## src/rtl/cpu_pipe_pkg.sv

```systemverilog
// Shared definitions for the 5-stage pipeline control logic.
//   REG_W       : register-number width
//   FWD_*       : EXE operand-mux select codes
//   PCS_*       : PC source select codes
//   fwd_sel()   : forwarding select for one source operand
package cpu_pipe_pkg;

  localparam int REG_W = 5;

  localparam logic [1:0] FWD_RF    = 2'b00;
  localparam logic [1:0] FWD_EXE   = 2'b01;
  localparam logic [1:0] FWD_MEM   = 2'b10;
  localparam logic [1:0] FWD_MEMLD = 2'b11;

  localparam logic [1:0] PCS_SEQ = 2'b00;
  localparam logic [1:0] PCS_BR  = 2'b01;
  localparam logic [1:0] PCS_JR  = 2'b10;
  localparam logic [1:0] PCS_J   = 2'b11;

  // EXE wins over MEM; register 0 never forwards. A load still in EXE gives
  // no select here because it causes a stall instead.
  function automatic logic [1:0] fwd_sel(
    input logic             use_src,
    input logic [REG_W-1:0] src,
    input logic             e_wreg,
    input logic             e_m2reg,
    input logic [REG_W-1:0] e_rn,
    input logic             m_wreg,
    input logic             m_m2reg,
    input logic [REG_W-1:0] m_rn
  );
    logic [1:0] sel;
    sel = FWD_RF;
    if (use_src) begin
      if (e_wreg && (e_rn != '0) && (e_rn == src) && !e_m2reg)
        sel = FWD_EXE;
      else if (m_wreg && (m_rn != '0) && (m_rn == src))
        sel = m_m2reg ? FWD_MEMLD : FWD_MEM;
    end
    return sel;
  endfunction

endpackage

```

## src/rtl/mdu_scoreboard.sv

```systemverilog
// Tracks the multi-cycle multiply/divide unit.
//   clock, reset  : system clock, synchronous active-high reset
//   mdu_load      : an MDU op is leaving ID this cycle (already stall-qualified)
//   id_valid      : ID holds a real instruction
//   id_mdu_use    : ID instruction needs the MDU result / unit
//   mdu_busy      : operation in progress
//   md_stall      : ID must wait for the MDU
module mdu_scoreboard #(
  parameter int MDU_LAT = 4
) (
  input  logic clock,
  input  logic reset,
  input  logic mdu_load,
  input  logic id_valid,
  input  logic id_mdu_use,
  output logic mdu_busy,
  output logic md_stall
);

  logic [3:0] count;

  // A load in the same cycle the count reaches zero simply reloads it.
  always_ff @(posedge clock) begin
    if (reset)
      count <= '0;
    else if (mdu_load)
      count <= 4'(MDU_LAT - 1);
    else if (count != '0)
      count <= count - 4'd1;
  end

  assign mdu_busy = (count != '0);
  assign md_stall = mdu_busy & id_mdu_use & id_valid;

endmodule

```

## src/rtl/pipe_hazard_ctrl.sv

```systemverilog
// Hazard and sequencing controller for the IF/ID/EXE/MEM/WB pipeline.
// Keeps a shadow of the EXE/MEM destination info and derives forwarding
// selects, load-use and MDU stalls, PC source and IF squash.
//   clock, reset          : system clock, synchronous active-high reset
//   id_*                  : decoded fields of the instruction in ID
//   wpcir                 : PC and IF/ID write enable (0 = stall)
//   fwda, fwdb            : EXE operand A/B selects
//   exe_load              : EXE holds a register-writing load
//   pcsource              : next-PC select
//   flush_if              : bubble the IF/ID contents on the next edge
//   mdu_busy              : MDU operation in progress
module pipe_hazard_ctrl
  import cpu_pipe_pkg::*;
#(
  parameter int DELAY_SLOT = 1,
  parameter int MDU_LAT    = 4
) (
  input  logic             clock,
  input  logic             reset,
  input  logic             id_valid,
  input  logic [REG_W-1:0] id_rs,
  input  logic [REG_W-1:0] id_rt,
  input  logic             id_use_rs,
  input  logic             id_use_rt,
  input  logic             id_wreg,
  input  logic             id_m2reg,
  input  logic [REG_W-1:0] id_rn,
  input  logic             id_btaken,
  input  logic             id_jump,
  input  logic             id_jr,
  input  logic             id_mdu_start,
  input  logic             id_mdu_use,
  output logic             wpcir,
  output logic [1:0]       fwda,
  output logic [1:0]       fwdb,
  output logic             exe_load,
  output logic [1:0]       pcsource,
  output logic             flush_if,
  output logic             mdu_busy
);

  logic             e_wreg, e_m2reg, m_wreg, m_m2reg;
  logic [REG_W-1:0] e_rn, m_rn;
  logic             lu, md, stall, issue;

  assign lu = e_wreg & e_m2reg & (e_rn != '0) &
              ((id_use_rs & (e_rn == id_rs)) | (id_use_rt & (e_rn == id_rt)));

  assign stall = id_valid & (lu | md);
  assign issue = id_valid & ~stall;
  assign wpcir = ~stall;

  // A stalled instruction enters EXE as a bubble.
  always_ff @(posedge clock) begin
    if (reset) begin
      e_wreg  <= 1'b0;
      e_m2reg <= 1'b0;
      e_rn    <= '0;
      m_wreg  <= 1'b0;
      m_m2reg <= 1'b0;
      m_rn    <= '0;
    end else begin
      m_wreg  <= e_wreg;
      m_m2reg <= e_m2reg;
      m_rn    <= e_rn;
      e_wreg  <= id_wreg & issue;
      e_m2reg <= id_m2reg & issue;
      e_rn    <= issue ? id_rn : '0;
    end
  end

  mdu_scoreboard #(.MDU_LAT(MDU_LAT)) u_mdu (
    .clock      (clock),
    .reset      (reset),
    .mdu_load   (id_mdu_start & issue),
    .id_valid   (id_valid),
    .id_mdu_use (id_mdu_use),
    .mdu_busy   (mdu_busy),
    .md_stall   (md)
  );

  assign fwda = fwd_sel(id_use_rs, id_rs, e_wreg, e_m2reg, e_rn, m_wreg, m_m2reg, m_rn);
  assign fwdb = fwd_sel(id_use_rt, id_rt, e_wreg, e_m2reg, e_rn, m_wreg, m_m2reg, m_rn);

  assign exe_load = e_wreg & e_m2reg;

  // A stalled branch/jump is not redirected until its operands are ready.
  always_comb begin
    pcsource = PCS_SEQ;
    if (issue) begin
      if (id_jr)          pcsource = PCS_JR;
      else if (id_jump)   pcsource = PCS_J;
      else if (id_btaken) pcsource = PCS_BR;
    end
  end

  assign flush_if = (DELAY_SLOT == 0) && (pcsource != PCS_SEQ);

endmodule
```

## config.mk

```make
export PLATFORM = sky130hd
export DESIGN_NAME = pipe_hazard_ctrl
export DESIGN_NICKNAME = d
export VERILOG_FILES = /design/src/rtl/cpu_pipe_pkg.sv /design/src/rtl/mdu_scoreboard.sv /design/src/rtl/pipe_hazard_ctrl.sv
export SDC_FILE = /design/constraint.sdc
export NUM_CORES = 1
export LEC_CHECK = 0
export BUFFER_PORTS_ARGS = -buffer_cell sky130_fd_sc_hd__buf_2
export CAP_MARGIN = 10
export CORE_ASPECT_RATIO = 0.9
export CORE_MARGIN = 2
export CORE_UTILIZATION = 48
export CTS_CLUSTER_DIAMETER = 40
export DETAILED_ROUTE_END_ITERATION = 7
export HOLD_SLACK_MARGIN = 0.15
export PLACE_DENSITY = 0.78
export SYNTH_ARGS = -nofsm -noshare
export SYNTH_HDL_FRONTEND = slang
export SYNTH_SLANG_ARGS = --single-unit
```

## constraint.sdc

```tcl
create_clock -name clock -period 3.1 [get_ports clock]
set_input_delay 0.93 -clock clock [delete_from_list [all_inputs] [get_ports clock]]
set_output_delay 0.93 -clock clock [all_outputs]
set_load 0.02 [all_outputs]
```

Word level (Yosys, flattened, before mapping). Index checks and enable logic that the tools add are counted. Widths: inputs -> output; s select.

Register bits: 18. Input port bits: 27. Output and inout port bits: 10. Word-level logic and storage cells: 57.

$add $sub $neg: 1. Equality and inequality tests: 4. Muxes and demuxes: 13. Bitwise operators: 16. Reduce and logical (&&, ||, !) cells: 15.

Operators with widths (count): $mux 2 (11); $eq 5x5->1 (4); $and 1x1->1 (12); $reduce_bool 5->1 (2); $logic_and 1x1->1 (8); $reduce_bool 4->1 (1); $reduce_or 2->1 (2); $sub 4x1->4 const B (1); $mux 1 (2); $not 1->1 (2); $or 1x1->1 (2); $reduce_bool 2->1 (1); $logic_not 1->1 (1).

Depth between registers and ports, before layout. Gate-level depths: netlist (run 1).

Depth in word-level cells: 10. Gate-level depth with buffers: 9. Depth with buffers taken out: 7.

By module. Synthesis (run 1) repeated with hierarchy kept, for this count alone.

Cells, all modules: 109. Area, all modules: 1053.5 sq um.

By module, submodules not included: pipe_hazard_ctrl (instances 1, cells an instance 87, area each 839.6 sq um, seq. area each 280.3 sq um); mdu_scoreboard (instances 1, cells an instance 22, area each 214.0 sq um, seq. area each 80.1 sq um).

Worst setup path before layout (run 1). OpenSTA, ideal clock, no wires.

Path kind: in2out. Start point: input id_rt[1]. End point: output pcsource[0]. Arrival time: 1972 ps. Data required time: 2170 ps. Path slack: 198 ps. Cell stages on the path: 6. Buffers on the path: 1. Cells stage by stage: xor2_1 -> nor4_1 -> a31oi_1 -> and2_2 -> buf_6 -> and3_1.

Cells in the longest elaborated chain, start to end: 9.

RTL lines: start: declaration (line pipe_hazard_ctrl.sv:22) `input logic [REG_W-1:0] id_rt,`; $eq 5x5->1 (line pipe_hazard_ctrl.sv:47) `((id_use_rs & (e_rn == id_rs)) | (id_use_rt & (e_rn == id_rt)));`; $and 1x1->1 (line pipe_hazard_ctrl.sv:47); $or 1x1->1 (line pipe_hazard_ctrl.sv:47); $and 1x1->1 (line pipe_hazard_ctrl.sv:46) `assign lu = e_wreg & e_m2reg & (e_rn != '0) &`; $or 1x1->1 (line pipe_hazard_ctrl.sv:49) `assign stall = id_valid & (lu | md);`; $and 1x1->1 (line pipe_hazard_ctrl.sv:49); $not 1->1 (line pipe_hazard_ctrl.sv:50) `assign issue = id_valid & ~stall;`; $and 1x1->1 (line pipe_hazard_ctrl.sv:50); $mux 2 (line pipe_hazard_ctrl.sv:90) `if (issue) begin`; end: declaration (line pipe_hazard_ctrl.sv:37) `output logic [1:0] pcsource,`.

Every way passes these cells.

Worst setup path in the final report (run 1).
Start point: input id_use_rt. End point: output wpcir.

Cells in the longest elaborated chain, start to end: 6.

RTL lines: start: declaration (line pipe_hazard_ctrl.sv:24) `input logic id_use_rt,`; $and 1x1->1 (line pipe_hazard_ctrl.sv:47); $or 1x1->1 (line pipe_hazard_ctrl.sv:47); $and 1x1->1 (line pipe_hazard_ctrl.sv:46); $or 1x1->1 (line pipe_hazard_ctrl.sv:49); $and 1x1->1 (line pipe_hazard_ctrl.sv:49); $not 1->1 (line pipe_hazard_ctrl.sv:51) `assign wpcir = ~stall;`; end: declaration (line pipe_hazard_ctrl.sv:33) `output logic wpcir,`.

Every way passes these cells.

==> results of run 1 <==
kinds of logic (layout without fill, tap and decap cells):
| logic type | after synthesis | in the layout | share of synthesized area |
|---|---|---|---|
| other cells | 1 | 1 | 0.003784 |
| buf+inv | 6 | 48 | 0.04167 |
| flops | 18 | 18 | 0.3636 |
| compound gates | 10 | 10 | 0.06818 |
| simple gates | 55 | 55 | 0.3031 |
| xor+xnor | 22 | 22 | 0.1944 |
| fa+ha+maj | 2 | 2 | 0.02525 |
final cells by class:
type,instances,share of cell area
Tap cell,25,0.02347
Clock buffer,3,0.01690
Inverter,2,0.005634
Timing Repair Buffer,43,0.1925
Sequential cell,18,0.2723
Multi-Input combinational cell,90,0.4892
worst max-delay path by stage:
stage | slack [ns] | endpoint | startpoint | cells after the start
2_1_floorplan | 0.20 | pcsource[0] | id_rt[1] | 6
3_3_place_gp | -0.02 | pcsource[0] | id_rt[1] | 7
3_5_place_dp | 0.006 | pcsource[0] | id_rt[1] | 7
4_1_cts | 0.0004 | pcsource[0] | u_mdu.count[0] | 8
5_1_grt | -0.01 | pcsource[1] | u_mdu.count[1] | 8
6_report | 0.04 | wpcir | id_use_rt | 7
critical path: stages:
cell and delay [ns]:
buf_2 0.11, nand3_1 0.12, nor4_4 0.36, a31oi_4 0.14, and2_4 0.18, nand2b_1 0.16
buf_6 0.14
synthesized netlist by cell type (2+ instances only):
master	n	area (um^2)
nand4_1	2	12.51
xnor2_1	4	35.03
buf_6	2	22.52
xor2_1	18	157.7
nor4_1	3	18.77
a21oi_1	3	15.01
nand2_1	4	15.01
nor2b_1	8	50.05
ha_1	2	25.02
nand3_1	4	20.02
a22o_1	2	17.52
and3_1	10	62.56
dfxtp_1	18	360.4
nor2_1	11	41.29
nor3_1	6	30.03
inv_1	2	7.510
sequential cells by signal, indices dropped and copies added (netlist names):
name         flops
e_rn             5
m_rn             5
u_mdu.count      4
e_m2reg          1
e_wreg           1
m_m2reg          1
m_wreg           1
power breakdown:
part	switching, mW	internal [mW]
Sequential	0.0317	0.267
Clock	0.0609	0.0450
Combinational	0.158	0.174
per-stage QoR:
step | instance area [um^2] | hold WS [ns] | std cells | power, mW
2_1_floorplan | 991.0 | 0.4773 | 114 | 0.5030
3_3_place_gp | 1179 | 0.5043 | 172 | 0.5366
3_5_place_dp | 1179 | 0.5135 | 172 | 0.5471
4_1_cts | 1245 | 0.5216 | 180 | 0.6840
5_1_grt | 1333 | 0.5381 | 181 | 0.7954
6_report | 1333 | 0.5250 | 181 | 0.7362
what timing repair did:
action,4_1_cts,5_1_grt
endpoints found under the setup margin,3,4
endpoints found under the hold margin,0,0
resized for setup,3,19
pin swaps,1,3
buffers inserted,5,1
layer usage:
layer | vias up | wire length [um] | GRT usage
met4 | 0 | 14 | 0.06316
met3 | 2 | 110 | 0.03822
met1 | 420 | 1037 | 0.2549
met5 | - | 0 | 0
met2 | 26 | 1198 | 0.3595
li1 | 476 | - | -
==> results.json, run 1 <==
{
  "drtPass1Iterations": 4,
  "ir_drop_uv": 432.4,
  "worst_slack_ns": 0.03999,
  "die_w_um": 51.90,
  "synth-async-reset-ratio": 0,
  "finalHoldViolCount": 0,
  "io_buffers": 35,
  "fp.dieH_um": 47.11,
  "regArea_um2": 362.8,
  "grt_pass1_wl_mm": 3.622,
  "drt-initial-drc-count": 24,
  "r2r_end": "u_mdu.count[2]",
  "grt_max_degree": 13,
  "yosys_register_bits": 18,
  "antenna_found_initial": 0,
  "drtAntennaViolNets": 0,
  "core-area_um2": 1933,
  "synth-edff-count": 0,
  "clock_skew_ns": 0.005711,
  "dieArea_um2": 2445,
  "grt_pass1_vias": 866,
  "grt_use_total": 0.2032,
  "drc": 0,
  "synth_nets": 143,
  "cts_tree": "done",
  "ys_types": 31,
  "slew_viol_final": 0,
  "clock_latency_ns": 0.28,
  "cts_hold_buf": 0,
  "cp_max_fo": 4,
  "leakagePower_nw": 0.6397,
  "io_pins": 37,
  "fin_util": 0.6893,
  "path_class": "in -> out",
  "diodes": 0,
  "status": "finished clean",
  "worstHoldEndpoint": "m_wreg",
  "root_buffer": "clkbuf_4",
  "start_kind": "primary input",
  "rrSetupSlack_ns": 0.80,
  "hold_path_depth": 1,
  "synth_flop_cell": "dfxtp_1",
  "via_count": 924,
  "numCtsBuffers": 3,
  "avgSynthCellArea_um2": 8.693,
  "required_ns": 2.17,
  "regToRegStartpoint": "u_mdu.count[1]",
  "power-per-cell-area_nw_per_um2": 552.5,
  "fin_crit_sh": 0.9871,
  "area_delta_synth_final_pct": 34.47,
  "hold_start": "e_wreg",
  "viasPerCell": 5.105,
  "worst_hold_path_type": "reg -> reg",
  "period_needed_ns": 3.060,
  "multi_input_area_um2": 651.9,
  "syn_area_um2": 991.0,
  "tns_ns": 0,
  "maxCapViolations": 0,
  "pre_cts_slack_ns": 0.006426,
  "n_fill_cell": 158,
  "setup_viol": 0,
  "arrival_ns": 2.13,
  "gr-total-overflow": 0,
  "gp_congestion": 0.9155,
  "syn_inst": 114,
  "clk_pin_slew_ns": 0.09,
  "wl_per_cell_um": 13.04,
  "layout-drive-gt1-share": 0.3782,
  "rr_worst_depth": 12,
  "final_cell_mix": "buf_2, xor2_1, dfxtp_1",
  "nNetsFinal": 187,
  "fmax_mhz": 326.8,
  "dp_hpwl_mm": 1.778,
  "yosys_warnings": 0,
  "layout_commonest_cell": "buf_2",
  "drt_wl_total_mm": 2.360,
  "clockBufferDepth": 2,
  "initial_core_util": 0.5126,
  "rows": 15,
  "worst_setup_path_end_kind": "output pin",
  "cts_sinks": 18,
  "ys_seq_area_frac": 0.3636,
  "cts_htree_levels": 1
}
(Power assumes the default switching activity.)
==> run 2, diff against run 1 <==
- PLACE_DENSITY: 0.78 -> 0.74
==> results.json, run 2 (synthesized netlist as in run 1, its figures left out) <==
{
  "switching_share": 0.3438,
  "gr-usage-met3": 0.03822,
  "ir_drop_uv": 457.1,
  "status": "finished clean",
  "cts_htree_levels": 1,
  "finalInstanceArea_um2": 1321,
  "whs_ns": 0.5248,
  "clk_pin_slew_ns": 0.09,
  "fmax_mhz": 327.5,
  "arrival_ns": 2.12,
  "clockBufferDepth": 2,
  "fin_crit_sh": 0.9850,
  "wl_per_cell_um": 12.69,
  "diodes": 0,
  "grt_max_degree": 13,
  "clock_latency_ns": 0.28,
  "gp_congestion": 0.9533,
  "layout-drive-gt1-share": 0.3618,
  "fin_util": 0.6835,
  "dp_hpwl_mm": 1.744,
  "pwr-share-clk": 0.152,
  "cts_sinks": 18,
  "grt_pass1_wl_mm": 3.325,
  "path_class": "in -> out",
  "worst_hold_path_type": "reg -> reg",
  "nNetsFinal": 183,
  "hold_path_depth": 1,
  "busiest_layer": "met2",
  "gr-total-overflow": 0,
  "period_needed_ns": 3.054,
  "use_met2": 0.3266,
  "setup_viol": 0,
  "power.total_uw": 728.3,
  "fp.dieH_um": 47.11,
  "antenna_found_initial": 0,
  "drtPass1Iterations": 4,
  "io_pins": 37,
  "numCtsBuffers": 3,
  "clock_skew_ns": 0.0006376,
  "viasPerCell": 5.034,
  "final_cell_mix": "buf_2, xor2_1, dfxtp_1",
  "switching_power_uw": 250.4,
  "pwr-share-comb": 0.441,
  "die_w_um": 51.90,
  "drc": 0,
  "root_buffer": "clkbuf_4",
  "worst_setup_path_end_kind": "output pin",
  "rrSetupSlack_ns": 1.26,
  "via_count": 891,
  "layout_commonest_cell": "buf_2",
  "power-per-cell-area_nw_per_um2": 551.2,
  "drtAntennaViolNets": 0,
  "cp_max_fo": 4,
  "initial_core_util": 0.5126,
  "post_dp_cell_area_um2": 1186,
  "maxCapViolations": 0,
  "dieArea_um2": 2445,
  "grt_use_total": 0.1927,
  "rows": 15,
  "leakagePower_nw": 0.6345,
  "start_kind": "primary input",
  "finalHoldViolCount": 0,
  "seqPwrFrac": 0.407,
  "rr_worst_depth": 8,
  "biggestRegsByFlops": "e_rn: 5 flops, m_rn: 5 flops, u_mdu.count: 4 flops",
  "use_met1": 0.2391,
  "cts_tree": "done",
  "required_ns": 2.17,
  "slew_viol_final": 0,
  "drt-initial-drc-count": 12,
  "core-area_um2": 1933,
  "drt_wl_total_mm": 2.247,
  "grt_pass1_vias": 755,
  "io_buffers": 35,
  "power.internal_uw": 477.9,
  "area_delta_synth_final_pct": 33.33
}
run 2: per-stage QoR:
| step | setup TNS, ns | cells | setup slack, ns |
|---|---|---|---|
| after detailed placement | 0 | 173 | 0.01385 |
| final | 0 | 177 | 0.04644 |
| after global routing | -0.005481 | 177 | -0.005481 |
| after floorplan | 0 | 114 | 0.1980 |
| after CTS | 0 | 176 | 0.003993 |
| after global placement | 0 | 173 | 0.01727 |
run 2: final cells by class:
cell class              instances  area [um^2]
multi-input cells              90        670.6
flip-flops and latches         18        362.8
inverters                       2        7.507
clock buffers                   3        22.52
fillers                       153        611.8
repair buffers                 39        226.5
well taps                      25        31.28
run 2: final timing paths:
check	start	to
setup / recovery	id_rt[0]	pcsource[0]
setup reg to reg	u_mdu.count[1]	e_rn[4]
hold / removal	e_m2reg	m_m2reg
hold reg to reg	e_m2reg	m_m2reg
run 2: power by group through the flow:
stage | Combinational [mW] | Clock [mW] | Sequential, mW
2_1_floorplan | 0.213 | 0 | 0.290
3_3_place_gp | 0.258 | 0 | 0.297
3_5_place_dp | 0.266 | 0 | 0.298
4_1_cts | 0.269 | 0.114 | 0.293
5_1_grt | 0.353 | 0.122 | 0.300
6_report | 0.321 | 0.111 | 0.296
run 2: timing repair:
item / CTS / global route
hold endpoints to repair: 0 / 0
setup buffers: 0 / 1
hold buffers: 0 / 0
setup endpoints to repair: 1 / 4
gates cloned: 0 / 0
pin swaps: 1 / 4
resized for setup: 0 / 23
run 2: layer usage:
layer  up-vias  part of all wire
met5         -                 0
met4         0             0.015
met3         4             0.044
met2        26              0.47
met1       397              0.47
li1        464                 -
run 2: critical path, cell delays in order:
cell     delay (ns)
buf_6          0.11
xor2_4         0.16
nor4_4         0.33
a31oi_4        0.13
and2_4         0.19
and3_4         0.16
buf_6          0.12
